### config.mk
export PLATFORM = sky130hd
export DESIGN_NAME = capture_sequencer_flat
export DESIGN_NICKNAME = d
export VERILOG_FILES = /design/src/rtl/capture_pkg.sv /design/src/rtl/capture_sequencer_if.sv /design/src/rtl/channel_sample_buffer.sv /design/src/rtl/capture_sequencer.sv /design/src/flat_wrapper.sv
export SDC_FILE = /design/constraint.sdc
export NUM_CORES = 1
export LEC_CHECK = 0
export ABC_AREA = 1
export CORE_MARGIN = 4
export CORE_UTILIZATION = 55
export DETAILED_ROUTE_END_ITERATION = 12
export GPL_TIMING_DRIVEN = 1
export PLACE_DENSITY_LB_ADDON = 0.25
export SETUP_SLACK_MARGIN = 0.02
export SYNTH_ARGS = -nofsm -noshare
export SYNTH_HDL_FRONTEND = slang
export SYNTH_SLANG_ARGS = --single-unit
export TNS_END_PERCENT = 50
### constraint.sdc
create_clock -name clk -period 44.6 [get_ports clk]
set_input_delay 4.46 -clock clk [delete_from_list [all_inputs] [get_ports clk]]
set_output_delay 4.46 -clock clk [all_outputs]
set_load 0.05 [all_outputs]
### src/rtl/capture_pkg.sv
// capture_pkg: shared state encoding and default geometry for capture_sequencer.
// The derived widths below describe the default build (7 channels, 8-bit
// bytes, 10 bytes per channel).
package capture_pkg;

  // $clog2 that never collapses to a zero-width vector.
  function automatic int clog2_min1(input int n);
    return (n > 1) ? $clog2(n) : 1;
  endfunction

  localparam int DEF_NUM_CHANNELS = 7;
  localparam int DEF_SAMPLE_BITS  = 8;
  localparam int DEF_DEPTH        = 10;

  localparam int CH_W     = clog2_min1(DEF_NUM_CHANNELS);
  localparam int SEL_W    = clog2_min1(DEF_NUM_CHANNELS + 1);
  localparam int IDX_W    = clog2_min1(DEF_DEPTH);
  localparam int BUF_BITS = DEF_SAMPLE_BITS * DEF_DEPTH;
  localparam int CNT_W    = clog2_min1(BUF_BITS + 1);

  typedef enum logic [2:0] {
    ST_IDLE,
    ST_ARMED,
    ST_CAPTURE,
    ST_LOAD,
    ST_READOUT
  } state_e;

endpackage

### src/rtl/capture_sequencer_if.sv
// capture_sequencer_if: valid/ready readout byte port of the capture sequencer.
// The sequencer drives the master side; the consumer (uo_out mux or host
// readout logic) uses the slave side.
interface capture_sequencer_if
  import capture_pkg::*;
#(
  parameter int DATA_W = DEF_SAMPLE_BITS,
  parameter int CHAN_W = CH_W
);
  logic [DATA_W-1:0] rd_data;
  logic [CHAN_W-1:0] rd_chan;
  logic              rd_valid;
  logic              rd_ready;
  logic              rd_last;

  modport master (
    output rd_data, rd_chan, rd_valid, rd_last,
    input  rd_ready
  );

  modport slave (
    input  rd_data, rd_chan, rd_valid, rd_last,
    output rd_ready
  );
endinterface

### src/rtl/channel_sample_buffer.sv
// channel_sample_buffer: one SAMPLE_BITS*DEPTH-bit shift register per channel
// plus a (channel, byte index) byte-select mux. The earliest captured bit ends
// up in the MSB of the register, so byte 0 is the top byte and each byte reads
// out MSB-first in capture order.
module channel_sample_buffer
  import capture_pkg::*;
#(
  parameter int  NUM_CHANNELS = DEF_NUM_CHANNELS,
  parameter int  SAMPLE_BITS  = DEF_SAMPLE_BITS,
  parameter int  DEPTH        = DEF_DEPTH,
  localparam int CHAN_W       = clog2_min1(NUM_CHANNELS),
  localparam int BYTE_IDX_W   = clog2_min1(DEPTH),
  localparam int BUF_LEN      = SAMPLE_BITS * DEPTH
) (
  input  logic                    clk,
  input  logic                    shift_en_i,
  input  logic [NUM_CHANNELS-1:0] sample_i,
  input  logic [CHAN_W-1:0]       sel_chan_i,
  input  logic [BYTE_IDX_W-1:0]   sel_idx_i,
  output logic [SAMPLE_BITS-1:0]  byte_o
);

  logic [BUF_LEN-1:0] shreg_q [NUM_CHANNELS];
  logic [BUF_LEN-1:0] chan_vec;

  // Shift each channel's new sample into bit 0 while capture is enabled.
  // NOTE: sample storage has no reset; its contents are only meaningful after
  // a full capture, so clearing it would just cost reset fan-out.
  // NOTE: registers are written with <= so every flop samples pre-edge values.
  always_ff @(posedge clk) begin
    if (shift_en_i) begin
      for (int c = 0; c < NUM_CHANNELS; c++) begin
        shreg_q[c] <= {shreg_q[c][BUF_LEN-2:0], sample_i[c]};
      end
    end
  end

  // Select a channel, then one byte of it; byte 0 occupies the top bits.
  // NOTE: every output of a combinational block gets a default first, so no
  // path through the block can infer a latch.
  always_comb begin
    chan_vec = '0;
    byte_o   = '0;
    for (int c = 0; c < NUM_CHANNELS; c++) begin
      if (sel_chan_i == CHAN_W'(c)) chan_vec = shreg_q[c];
    end
    for (int b = 0; b < DEPTH; b++) begin
      if (sel_idx_i == BYTE_IDX_W'(b)) byte_o = chan_vec[BUF_LEN-1-SAMPLE_BITS*b -: SAMPLE_BITS];
    end
  end

endmodule

### src/rtl/capture_sequencer.sv
// capture_sequencer: arms on request, waits for a channel rising edge or an
// external trigger, captures DEPTH bytes per channel and drains them one
// channel at a time through a registered valid/ready byte port.
// Optional feature: define CAPTURE_CHAN_MASK_EN to add the chan_mask input,
// which excludes channels from readout (mask sampled once, in LOAD).
module capture_sequencer
  import capture_pkg::*;
#(
  parameter int  NUM_CHANNELS = DEF_NUM_CHANNELS,
  parameter int  SAMPLE_BITS  = DEF_SAMPLE_BITS,
  parameter int  DEPTH        = DEF_DEPTH,
  localparam int CHAN_W       = clog2_min1(NUM_CHANNELS),
  localparam int TSEL_W       = clog2_min1(NUM_CHANNELS + 1),
  localparam int BYTE_IDX_W   = clog2_min1(DEPTH),
  localparam int BUF_LEN      = SAMPLE_BITS * DEPTH,
  localparam int SHIFT_CNT_W  = clog2_min1(BUF_LEN + 1)
) (
  input  logic                    clk,
  input  logic                    reset,
  input  logic [NUM_CHANNELS-1:0] sample_in,
  input  logic                    arm,
  input  logic                    abort,
  input  logic                    trig_ext,
  input  logic [TSEL_W-1:0]       trig_sel,
`ifdef CAPTURE_CHAN_MASK_EN
  input  logic [NUM_CHANNELS-1:0] chan_mask,
`endif
  capture_sequencer_if.master     rd,
  output logic                    busy,
  output logic                    done
);

  localparam logic [BYTE_IDX_W-1:0]  IDX_LAST = BYTE_IDX_W'(DEPTH - 1);
  localparam logic [SHIFT_CNT_W-1:0] CNT_FULL = SHIFT_CNT_W'(BUF_LEN);

  state_e                   state_q, state_d;
  logic [NUM_CHANNELS-1:0]  prev_q;
  logic [SHIFT_CNT_W-1:0]   cap_cnt_q, cap_cnt_d;
  logic [BYTE_IDX_W-1:0]    rd_idx_q, rd_idx_d;
  logic [CHAN_W-1:0]        rd_chan_q, rd_chan_d;
  logic [SAMPLE_BITS-1:0]   rd_data_q, rd_data_d;
  logic                     rd_valid_q, rd_valid_d;
  logic                     rd_last_q, rd_last_d;
  logic                     done_q, done_d;
  logic [NUM_CHANNELS-1:0]  mask_q, mask_d;

  logic [NUM_CHANNELS-1:0]  mask_now;
  logic [NUM_CHANNELS-1:0]  mask_sel;
  logic                     trig_fire;
  logic                     shift_en;
  logic                     xfer;
  logic [CHAN_W-1:0]        addr_chan;
  logic [BYTE_IDX_W-1:0]    addr_idx;
  logic                     addr_last;
  logic [SAMPLE_BITS-1:0]   sel_byte;

`ifdef CAPTURE_CHAN_MASK_EN
  assign mask_now = chan_mask;
`else
  assign mask_now = '1;
`endif

  // Lowest channel whose mask bit is set (0 when the mask is empty).
  function automatic logic [CHAN_W-1:0] first_chan(input logic [NUM_CHANNELS-1:0] m);
    first_chan = '0;
    for (int c = NUM_CHANNELS - 1; c >= 0; c--) begin
      if (m[c]) first_chan = CHAN_W'(c);
    end
  endfunction

  // Highest channel whose mask bit is set.
  function automatic logic [CHAN_W-1:0] last_chan(input logic [NUM_CHANNELS-1:0] m);
    last_chan = '0;
    for (int c = 0; c < NUM_CHANNELS; c++) begin
      if (m[c]) last_chan = CHAN_W'(c);
    end
  endfunction

  // Next included channel strictly above cur.
  function automatic logic [CHAN_W-1:0] next_chan(input logic [CHAN_W-1:0]       cur,
                                                  input logic [NUM_CHANNELS-1:0] m);
    logic found;
    next_chan = cur;
    found     = 1'b0;
    for (int c = 0; c < NUM_CHANNELS; c++) begin
      if (!found && m[c] && (CHAN_W'(c) > cur)) begin
        next_chan = CHAN_W'(c);
        found     = 1'b1;
      end
    end
  endfunction

  channel_sample_buffer #(
    .NUM_CHANNELS (NUM_CHANNELS),
    .SAMPLE_BITS  (SAMPLE_BITS),
    .DEPTH        (DEPTH)
  ) u_buffer (
    .clk        (clk),
    .shift_en_i (shift_en),
    .sample_i   (sample_in),
    .sel_chan_i (addr_chan),
    .sel_idx_i  (addr_idx),
    .byte_o     (sel_byte)
  );

  // Trigger: rising edge on the selected channel, or trig_ext when the
  // selector points one past the last channel.
  always_comb begin
    trig_fire = 1'b0;
    for (int c = 0; c < NUM_CHANNELS; c++) begin
      if (trig_sel == TSEL_W'(c)) trig_fire = sample_in[c] & ~prev_q[c];
    end
    if (trig_sel == TSEL_W'(NUM_CHANNELS)) trig_fire = trig_ext;
  end

  assign xfer = rd_valid_q & rd.rd_ready;

  // Address of the byte to register next: first byte in LOAD, otherwise the
  // successor of the byte currently presented.
  always_comb begin
    mask_sel = (state_q == ST_LOAD) ? mask_now : mask_q;
    if (state_q == ST_LOAD) begin
      addr_chan = first_chan(mask_sel);
      addr_idx  = '0;
    end else if (rd_idx_q == IDX_LAST) begin
      addr_chan = next_chan(rd_chan_q, mask_sel);
      addr_idx  = '0;
    end else begin
      addr_chan = rd_chan_q;
      addr_idx  = rd_idx_q + BYTE_IDX_W'(1);
    end
    addr_last = (addr_idx == IDX_LAST) && (addr_chan == last_chan(mask_sel));
  end

  // Next-state and datapath update; abort overrides whatever the state chose.
  always_comb begin
    state_d    = state_q;
    cap_cnt_d  = cap_cnt_q;
    rd_idx_d   = rd_idx_q;
    rd_chan_d  = rd_chan_q;
    rd_data_d  = rd_data_q;
    rd_valid_d = rd_valid_q;
    rd_last_d  = rd_last_q;
    mask_d     = mask_q;
    done_d     = 1'b0;
    shift_en   = 1'b0;

    unique case (state_q)
      ST_IDLE: begin
        if (arm) begin
          state_d   = ST_ARMED;
          cap_cnt_d = '0;
        end
      end

      ST_ARMED: begin
        // The trigger cycle's sample is capture bit 1.
        if (trig_fire) begin
          shift_en  = 1'b1;
          cap_cnt_d = SHIFT_CNT_W'(1);
          state_d   = (cap_cnt_d == CNT_FULL) ? ST_LOAD : ST_CAPTURE;
        end
      end

      ST_CAPTURE: begin
        shift_en  = 1'b1;
        cap_cnt_d = cap_cnt_q + SHIFT_CNT_W'(1);
        if (cap_cnt_d == CNT_FULL) state_d = ST_LOAD;
      end

      ST_LOAD: begin
        mask_d = mask_now;
        if (mask_now == '0) begin
          // Nothing to read: finish immediately.
          state_d = ST_IDLE;
          done_d  = 1'b1;
        end else begin
          rd_chan_d  = addr_chan;
          rd_idx_d   = addr_idx;
          rd_data_d  = sel_byte;
          rd_last_d  = addr_last;
          rd_valid_d = 1'b1;
          state_d    = ST_READOUT;
        end
      end

      ST_READOUT: begin
        if (xfer) begin
          if (rd_last_q) begin
            state_d    = ST_IDLE;
            rd_valid_d = 1'b0;
            rd_last_d  = 1'b0;
            done_d     = 1'b1;
          end else begin
            // Reload on the transfer edge so transfers can run back-to-back.
            rd_chan_d = addr_chan;
            rd_idx_d  = addr_idx;
            rd_data_d = sel_byte;
            rd_last_d = addr_last;
          end
        end
      end

      default: state_d = ST_IDLE;
    endcase

    if (abort) begin
      state_d    = ST_IDLE;
      rd_valid_d = 1'b0;
      rd_last_d  = 1'b0;
      done_d     = 1'b0;
    end
  end

  // State register.
  always_ff @(posedge clk) begin
    if (reset) state_q <= ST_IDLE;
    else       state_q <= state_d;
  end

  // Counters, edge-detect history and registered readout port.
  always_ff @(posedge clk) begin
    if (reset) begin
      prev_q     <= '0;
      cap_cnt_q  <= '0;
      rd_idx_q   <= '0;
      rd_chan_q  <= '0;
      rd_data_q  <= '0;
      rd_valid_q <= 1'b0;
      rd_last_q  <= 1'b0;
      done_q     <= 1'b0;
      mask_q     <= '0;
    end else begin
      prev_q     <= sample_in;
      cap_cnt_q  <= cap_cnt_d;
      rd_idx_q   <= rd_idx_d;
      rd_chan_q  <= rd_chan_d;
      rd_data_q  <= rd_data_d;
      rd_valid_q <= rd_valid_d;
      rd_last_q  <= rd_last_d;
      done_q     <= done_d;
      mask_q     <= mask_d;
    end
  end

  assign rd.rd_data  = rd_data_q;
  assign rd.rd_chan  = rd_chan_q;
  assign rd.rd_valid = rd_valid_q;
  assign rd.rd_last  = rd_last_q;
  assign busy        = (state_q != ST_IDLE);
  assign done        = done_q;

endmodule

### src/flat_wrapper.sv
// flat-port wrapper written by rule: the top's interface ports become plain ports
module capture_sequencer_flat import capture_pkg::*;
#(
  parameter int  NUM_CHANNELS = DEF_NUM_CHANNELS,
  parameter int  SAMPLE_BITS  = DEF_SAMPLE_BITS,
  parameter int  DEPTH        = DEF_DEPTH,
  localparam int CHAN_W       = clog2_min1(NUM_CHANNELS),
  localparam int TSEL_W       = clog2_min1(NUM_CHANNELS + 1),
  localparam int BYTE_IDX_W   = clog2_min1(DEPTH),
  localparam int BUF_LEN      = SAMPLE_BITS * DEPTH,
  localparam int SHIFT_CNT_W  = clog2_min1(BUF_LEN + 1)
)
  (clk, reset, sample_in, arm, abort, trig_ext, trig_sel, busy, done, rd_rd_data, rd_rd_chan, rd_rd_valid, rd_rd_last, rd_rd_ready);
  capture_sequencer_if rd_i ();
  input  logic clk;
  input  logic reset;
  input  logic [NUM_CHANNELS-1:0] sample_in;
  input  logic arm;
  input  logic abort;
  input  logic trig_ext;
  input  logic [TSEL_W-1:0] trig_sel;
  output logic busy;
  output logic done;
  output wire logic [$bits(rd_i.rd_data)-1:0] rd_rd_data;
  output wire logic [$bits(rd_i.rd_chan)-1:0] rd_rd_chan;
  output wire logic [$bits(rd_i.rd_valid)-1:0] rd_rd_valid;
  output wire logic [$bits(rd_i.rd_last)-1:0] rd_rd_last;
  input wire logic [$bits(rd_i.rd_ready)-1:0] rd_rd_ready;
  assign rd_rd_data = rd_i.rd_data;
  assign rd_rd_chan = rd_i.rd_chan;
  assign rd_rd_valid = rd_i.rd_valid;
  assign rd_rd_last = rd_i.rd_last;
  assign rd_i.rd_ready = rd_rd_ready;
  capture_sequencer #(.NUM_CHANNELS(NUM_CHANNELS), .SAMPLE_BITS(SAMPLE_BITS), .DEPTH(DEPTH)) u_core (.clk(clk), .reset(reset), .sample_in(sample_in), .arm(arm), .abort(abort), .trig_ext(trig_ext), .trig_sel(trig_sel), .rd(rd_i), .busy(busy), .done(done));
endmodule
After elaboration in Yosys (flattened, before gate mapping) --
Memory sizes are Yosys's and may differ from the RTL's. Index checks and enable logic that the tools add are counted. W data, S select, Z words.
Operators by class: multiply operators 0, order comparisons 7, bitwise gates (word level) 17, shifts and indexed selects 0, $add $sub $neg 2, equality and inequality tests 35, divide/modulo/power cells 0, multiplexer cells 97, reduce and logical (&&, ||, !) cells 34
Operator list (count):
- $mux W80 | 7
- $mux W8 | 12
- $mux W3 | 26
- $mux W1 | 35
- $eq A3 B3 Y1 const B | 8
- $mux W7 | 3
- $pmux W7 S3 | 1
- $eq A3 B2 Y1 const B | 6
- $eq A4 B3 Y1 const B | 4
- $mux W4 | 4
- $pmux W8 S2 | 1
- $pmux W3 S5 | 1
- $logic_and A1 B1 Y1 | 14
- $eq A4 B4 Y1 const B | 3
- $eq A3 B1 Y1 const B | 3
- $gt A3 B3 Y1 const A | 3
- $logic_not A3 Y1 | 3
- $not A1 Y1 | 9
- $reduce_and A3 Y1 | 3
- $and A1 B1 Y1 | 8
- $eq A4 B2 Y1 const B | 2
- $ne A2 B1 Y1 const B | 4
- $pmux W4 S2 | 1
- $add A7 B1 Y7 const B | 1
- 18 further kinds | 30
Storage, ports and cells: logic and storage cells 203, register bits 42, memories 1, RAM bits 560, input bits 16, ROM bits 0, latch bits 0, output and inout port bits 15
Memories:
- u_core.u_buffer.shreg_q | words 7, bits a word 80, rd ports 7, clocked after Yosys merged registers in 0, write ports 7, RTL line channel_sample_buffer.sv:23 | logic [BUF_LEN-1:0] shreg_q [NUM_CHANNELS];

Logic depth before layout (Yosys ltp) --
word-level depth 63, mapped depth 28, depth with buffers taken out 26

By module --
Synthesis repeated with hierarchy kept, for this count alone.
Unflattened totals: cell total of the unflattened synthesis 2033, area, all modules 24109.4 um^2
Modules (own cells, without submodules):
- channel_sample_buffer | seq. area each 16816.1 um^2, cells each 1715, area an instance 21994.8 um^2, instances 1
- capture_sequencer | seq. area each 820.8 um^2, cells each 318, area an instance 2114.5 um^2, instances 1

Least setup slack after synthesis --
No wires, ideal clock.
kind input port to flip-flop, from in trig_sel[0], to mem u_core.u_buffer.shreg_q[0][0] in the netlist's numbering (enable), arrival time 28.658 ns, path slack 14.445 ns, data required time 43.103 ns, buffers on the path 0, cell stages on the path 10, cell sequence inv_1 nor3_1 nor3_1 o311ai_0 o21ai_0 inv_1 nand3_1 inv_1 nor2_1 nor2_1
RTL lines:
- start: declaration | RTL line flat_wrapper.sv:21 | input logic [TSEL_W-1:0] trig_sel;
- end: declaration | RTL line channel_sample_buffer.sv:23

==> reports/qor.txt <==
post-detail-place hpwl: 29,700 um
die area: 0.0460 mm2
syn avg cell area: 12.6 um2
layout cells sized above 1: 6.92%
Hold-fix buffers, CTS: 0
first-pass GRT wire length: 77,100 um
Syn Std Cell Area: 0.0235 mm2
sequential element share of the synthesized area: 75.2%
Largest stage delay, worst path: 0.91 ns
Clock Latency Late Sink: 0.61 ns
die height: 215 um
relative slew slack: 25.5%
Vias/cell: 5.76
commonest register cell after synthesis: edfxtp_1
Yosys Warn Count: 0
Post-Syn Instances: 1,866
Setup-failing EPs final: 0
Worst Path Required: 44.83 ns
Synth cell types: 44
post_cts resized: 0
total congestion overflow: 0
Yosys reg bits: 601
vias: 14,300
CP top delay family: buffers and inverters
post-synth top area share: 71.7%
Crit. End Element: register
WL/cell: 19.5 um
footprint of the multi-input gates: 0.00498 mm2
post-route clock period utilization: 21.5%
Clock Skew: 0.0140 ns
Slew @ Worst Pin: 1.12 ns
core area: 0.0420 mm2
TritonRoute pass-1 iters: 5
area leader, netlist: edfxtp_1
via count of the first global-routing pass: 14,100
Max-Cap Viols: 0
Final nets: 1,927
pin count of the biggest net entering global routing: 186
Routed WL: 48,500 um
Achievable Freq: 0.105 GHz
area delta synth->final: 11.0%
total track usage: 20.9%
maximum VDD drop: 44.9 uV
fin. max-slew vios: 0
# fillers: 3,220
Ports: 31
row count: 75
most frequent cells after synthesis: edfxtp_1, nand2_1, a21oi_1
Worst Hold Class: register to register
CTS tree: built
finished layout cell area: 0.0260 mm2
clk sink count: 601
top cells by area, synth: edfxtp_1, nand2_1, dfxtp_1, a21oi_1, inv_1
syn_nets: 1,885
number of synthesized flops with an enable pin: 560
CP max FO: 81
initial antenna violation count: 0
gpl congestion: 0.852
status: finished, final reports clean
Initial DRC Count: 1,372
Final Hold Viols: 0
Arrival @ worst endpoint: 9.80 ns
Initial Utilization: 55.8%
filler-free cell count of the finished design: 2,491
Inst Count DP: 2,387
CTS clock-pin slew for the worst setup and hold paths: 0.06 ns
clock period minus final worst setup slack: 9.57 ns
Die X: 215 um
ANT nets after route: 0
Post-CTS Setup Bufs: 0
DP Area: 0.0243 mm2
Buf/Inv on CP: 8
CP Class: input port to register
CTS H-tree depth: 2
port bufs: 30
CTS Buf Count: 58
most common cell in the synthesized netlist: edfxtp_1
RSZ-0062 raised after global routing: no
CP cell instances: clkdlybuf4s50_1, inv_1, nor3_1, nor3_1, o311ai_0, o21ai_0, inv_1, nand3_1, inv_1, nor2_1, nor2_4, buf_4, buf_4, buf_4, buf_4
Clock Path Buffers: 3
final hold slack: 0.441 ns
Setup crit start kind: input port
register area: 0.0176 mm2
Cell Pwr Density: 49.8 mW/mm2
Lkg Pwr: 8.93 nW
Setup TNS: 0 ns
CP dominant cell by count: buf_4
DRC Markers: 0
CP max-delay cell: buf_4
Async SR Flop Fraction: 0%
clock root cell: clkbuf_16
ant diodes: 0
==> layout by cell type (no fill, tap or decap), types with 11 or more instances in the layout <==
master	count
buf_4	20
clkbuf_16	58
clkdlybuf4s50_1	30
nand2_1	491
clkbuf_1	13
inv_1	125
o21ai_1	19
edfxtp_1	560
dfxtp_1	41
nor3_1	16
o211ai_1	12
clkinv_1	12
nand3_1	75
nor2_1	109
clkinv_2	12
nand4_1	75
o21ai_0	36
a41o_1	11
a21oi_1	144
==> power breakdown <==
group | switching, mW | internal [mW] | leakage [nW]
Combinational | 0.0722 | 0.0175 | 3.07
Sequential | 0.0305 | 0.713 | 4.99
Clock | 0.204 | 0.259 | 0.869
Total | 0.307 | 0.989 | 8.93
==> flip-flops by register name, summed over array words and instances, names as in the netlist <==
register	count
u_core.rd.rd_last	1
u_core.state_q	3
u_core.done	1
u_core.rd_idx_q	4
u_core.rd.rd_data	8
u_core.rd.rd_chan	3
u_core.u_buffer.shreg_q	560
u_core.mask_q	6
u_core.prev_q	7
u_core.rd.rd_valid	1
u_core.cap_cnt_q	7
==> kinds of logic after synthesis <==
logic type | after synthesis | share of synthesized area, %
AO/OA/AOI/OAI | 253 | 6.21
XOR/XNOR | 3 | 0.112
adder cells (fa/ha/maj) | 3 | 0.160
buffers and inverters | 205 | 3.65
flip-flops | 601 | 75.2
AND/OR/NAND/NOR | 801 | 14.7
==> metrics by stage <==
step / worst slack [ns] / utilization (%) / total power [mW]
floorplan: 14.45 / - / 0.889
global placement: 34.52 / 57.7 / 0.839
detailed placement: 34.37 / 57.7 / 0.844
CTS: 35.06 / 61.9 / 1.31
global route: 34.59 / 61.9 / 1.34
finish: 35.03 / 61.9 / 1.30
==> layout make-up <==
class,instances,share of cell area (%)
Inverter,136,1.98
Sequential cell,601,67.7
Clock buffer,73,5.87
Multi-Input combinational cell,1060,19.1
Timing Repair Buffer,51,1.81
Clock inverter,31,0.908
Tap cell,539,2.59
==> worst paths after layout <==
path | endpoint | start | cells after the start | slack, ns
min reg2reg | u_core.u_buffer.shreg_q[3][74] | u_core.u_buffer.shreg_q[3][73] | 0 | 0.44
min | u_core.u_buffer.shreg_q[3][74] | u_core.u_buffer.shreg_q[3][73] | 0 | 0.44
max reg2reg | u_core.u_buffer.shreg_q[4][31] | u_core.cap_cnt_q[0] | 14 | 39.12
max | u_core.u_buffer.shreg_q[4][31] | trig_sel[0] | 15 | 35.03
==> routing by layer <==
layer | vias up | track usage (%) | routed length [um]
met5 | - | 0 | 0
met4 | 0 | 6.57 | 1080
met3 | 71 | 3.60 | 3090
met2 | 468 | 32.6 | 22600
met1 | 7110 | 30.4 | 21700
li1 | 6691 | - | -
Note: power is estimated with default switching activity, not from simulation.
==> edit (same flow settings) <==
Set the package constant `DEF_NUM_CHANNELS` to 9 (it was 7).
--- a/src/rtl/capture_pkg.sv
+++ b/src/rtl/capture_pkg.sv
@@ -8,7 +8,7 @@
     return (n > 1) ? $clog2(n) : 1;
   endfunction
 
-  localparam int DEF_NUM_CHANNELS = 7;
+  localparam int DEF_NUM_CHANNELS = 9;
   localparam int DEF_SAMPLE_BITS  = 8;
   localparam int DEF_DEPTH        = 10;
 
Ports: changed (resized rd_rd_chan, sample_in and trig_sel); port bits go from 31 to 35. No check against the original RTL was run, so the function may have changed too.
==> edit against the original RTL <==
First-iteration DRC count increased by 45%. Sequential power increased by 43%. Area after synthesis increased by 29%. Combinational power increased by 71%. Sequential cell count increased by 165. Largest cell class unchanged. Worst setup slack got worse by 0.34 ns. Clock skew increased by 0.0075 ns. Cell area increased by 29%. Power increased by 43%. Wire length increased by 35%.
==> edit: results (changes against the original RTL) <==
metric	value	unit	change
crit path max fanout	84		+3.7%
largest net degree at the start of global routing	209		+12%
FILL cells	4078		+27%
Synth cell types	46		+4.5%
Reg2Reg Capture Point	u_core.u_buffer.shreg_q[0][272]		
first-pass GRT wire length	103	mm	+33%
synth top area cells	edfxtp_1, nand2_1, dfxtp_1		
TritonCTS buffer count	78		+34%
layout cells sized above 1	7.67	%	+0.76 points
CTS H-tree lvls	3		+1
Slew headroom	16.7	%	-8.7 points
HP Start	u_core.u_buffer.shreg_q[0][471]		
Worst-Skew Late Latency	0.63	ns	+0.02 ns
worst hold margin	0.434	ns	-0.00740 ns
data arrival time of the worst path	10.15	ns	+0.35 ns
Setup crit start	trig_sel[1]		
Synth Instances	2441		+31%
leakage	12.2	nW	+37%
Synth top cells by count	edfxtp_1, nand2_1, nor2_1, inv_1, a21oi_1		
Worst path slowest cell	nor2_4		
run status	finished, final reports clean		
VDD IR max	0.0000524	V	+17%
Max Clock Skew	0.0215	ns	+0.00746 ns
EDFF count, synth	720		+29%
GRT Total Usage	22.0	%	+1.2 points
post-detail-place hpwl	40.3	mm	+35%
via count	18700		+31%
drt first-iter violations	1989		+45%
routability cong.	0.899		+5.5%
-- edit: cell count changes in the layout (fill, tap and decap cells not counted), sizes merged, moves of 7 or more --
cell | before | now
edfxtp | 560 | 720
nand2 | 497 | 624
nor2 | 115 | 214
nand3 | 76 | 135
inv | 138 | 181
o21ai | 55 | 97
clkbuf | 73 | 95
a21oi | 145 | 160
a41o | 11 | 0
nand4 | 75 | 86
o21a | 8 | 0
a221oi | 8 | 15
-- edit: metrics by stage --
step | worst slack [ns] | instance area (um2)
CTS | 34.67 | 33600
floorplan | 7.18 | 30200
global placement | 34.17 | 31100
detailed placement | 34.02 | 31100
global route | 34.17 | 33600
finish | 34.69 | 33600
-- edit: power by group through the flow --
stage | Combinational [mW] | Clock [mW] | Sequential, mW
global route | 0.171 | 0.677 | 1.08
finish | 0.153 | 0.636 | 1.06
floorplan | 0.102 | 0 | 1.20
detailed placement | 0.155 | 0 | 1.07
global placement | 0.151 | 0 | 1.07
CTS | 0.156 | 0.647 | 1.06
-- edit: cell families (layout without fill, tap and decap cells) --
logic type,count (synthesis),after routing,share of synthesized area [%]
AO/OA/AOI/OAI,295,295,5.37
XOR/XNOR,5,5,0.145
adder cells (fa/ha/maj),3,3,0.124
buffers and inverters,272,372,3.85
flip-flops,766,766,74.7
AND/OR/NAND/NOR,1100,1100,15.8
-- edit: how the worst max path moves through the flow --
stage	slack [ns]	endpoint
6_report	34.69	u_core.u_buffer.shreg_q[0][272]
5_1_grt	34.17	u_core.u_buffer.shreg_q[0][208]
4_1_cts	34.67	u_core.u_buffer.shreg_q[0][208]
3_5_place_dp	34.02	u_core.u_buffer.shreg_q[0][129]
3_3_place_gp	34.17	u_core.u_buffer.shreg_q[0][49]
2_1_floorplan	7.18	u_core.u_buffer.shreg_q[0][0]
-- edit: cell type report --
type                    count  share of cell area [%]
flip-flops and latches    766                    67.1
multi-input cells        1403                    19.4
clock buffers              95                    6.13
well taps                 696                    2.59
inverters                 178                    2.00
repair buffers             57                    1.57
clock inverters            42                    1.20
-- edit: layer usage --
metal	part of all wire (%)	vias up	GRT usage, %
met3	7.1	123	4.35
met2	46	685	34.9
li1	-	8661	-
met4	2.4	0	5.98
met1	44	9266	31.8
met5	0	-	0
-- edit: worst max-delay path, delay by kind of cell --
family / cells / cell delay, ns
buf+inv: 7 / 3.37
simple gates: 6 / 1.51
compound gates: 3 / 0.61
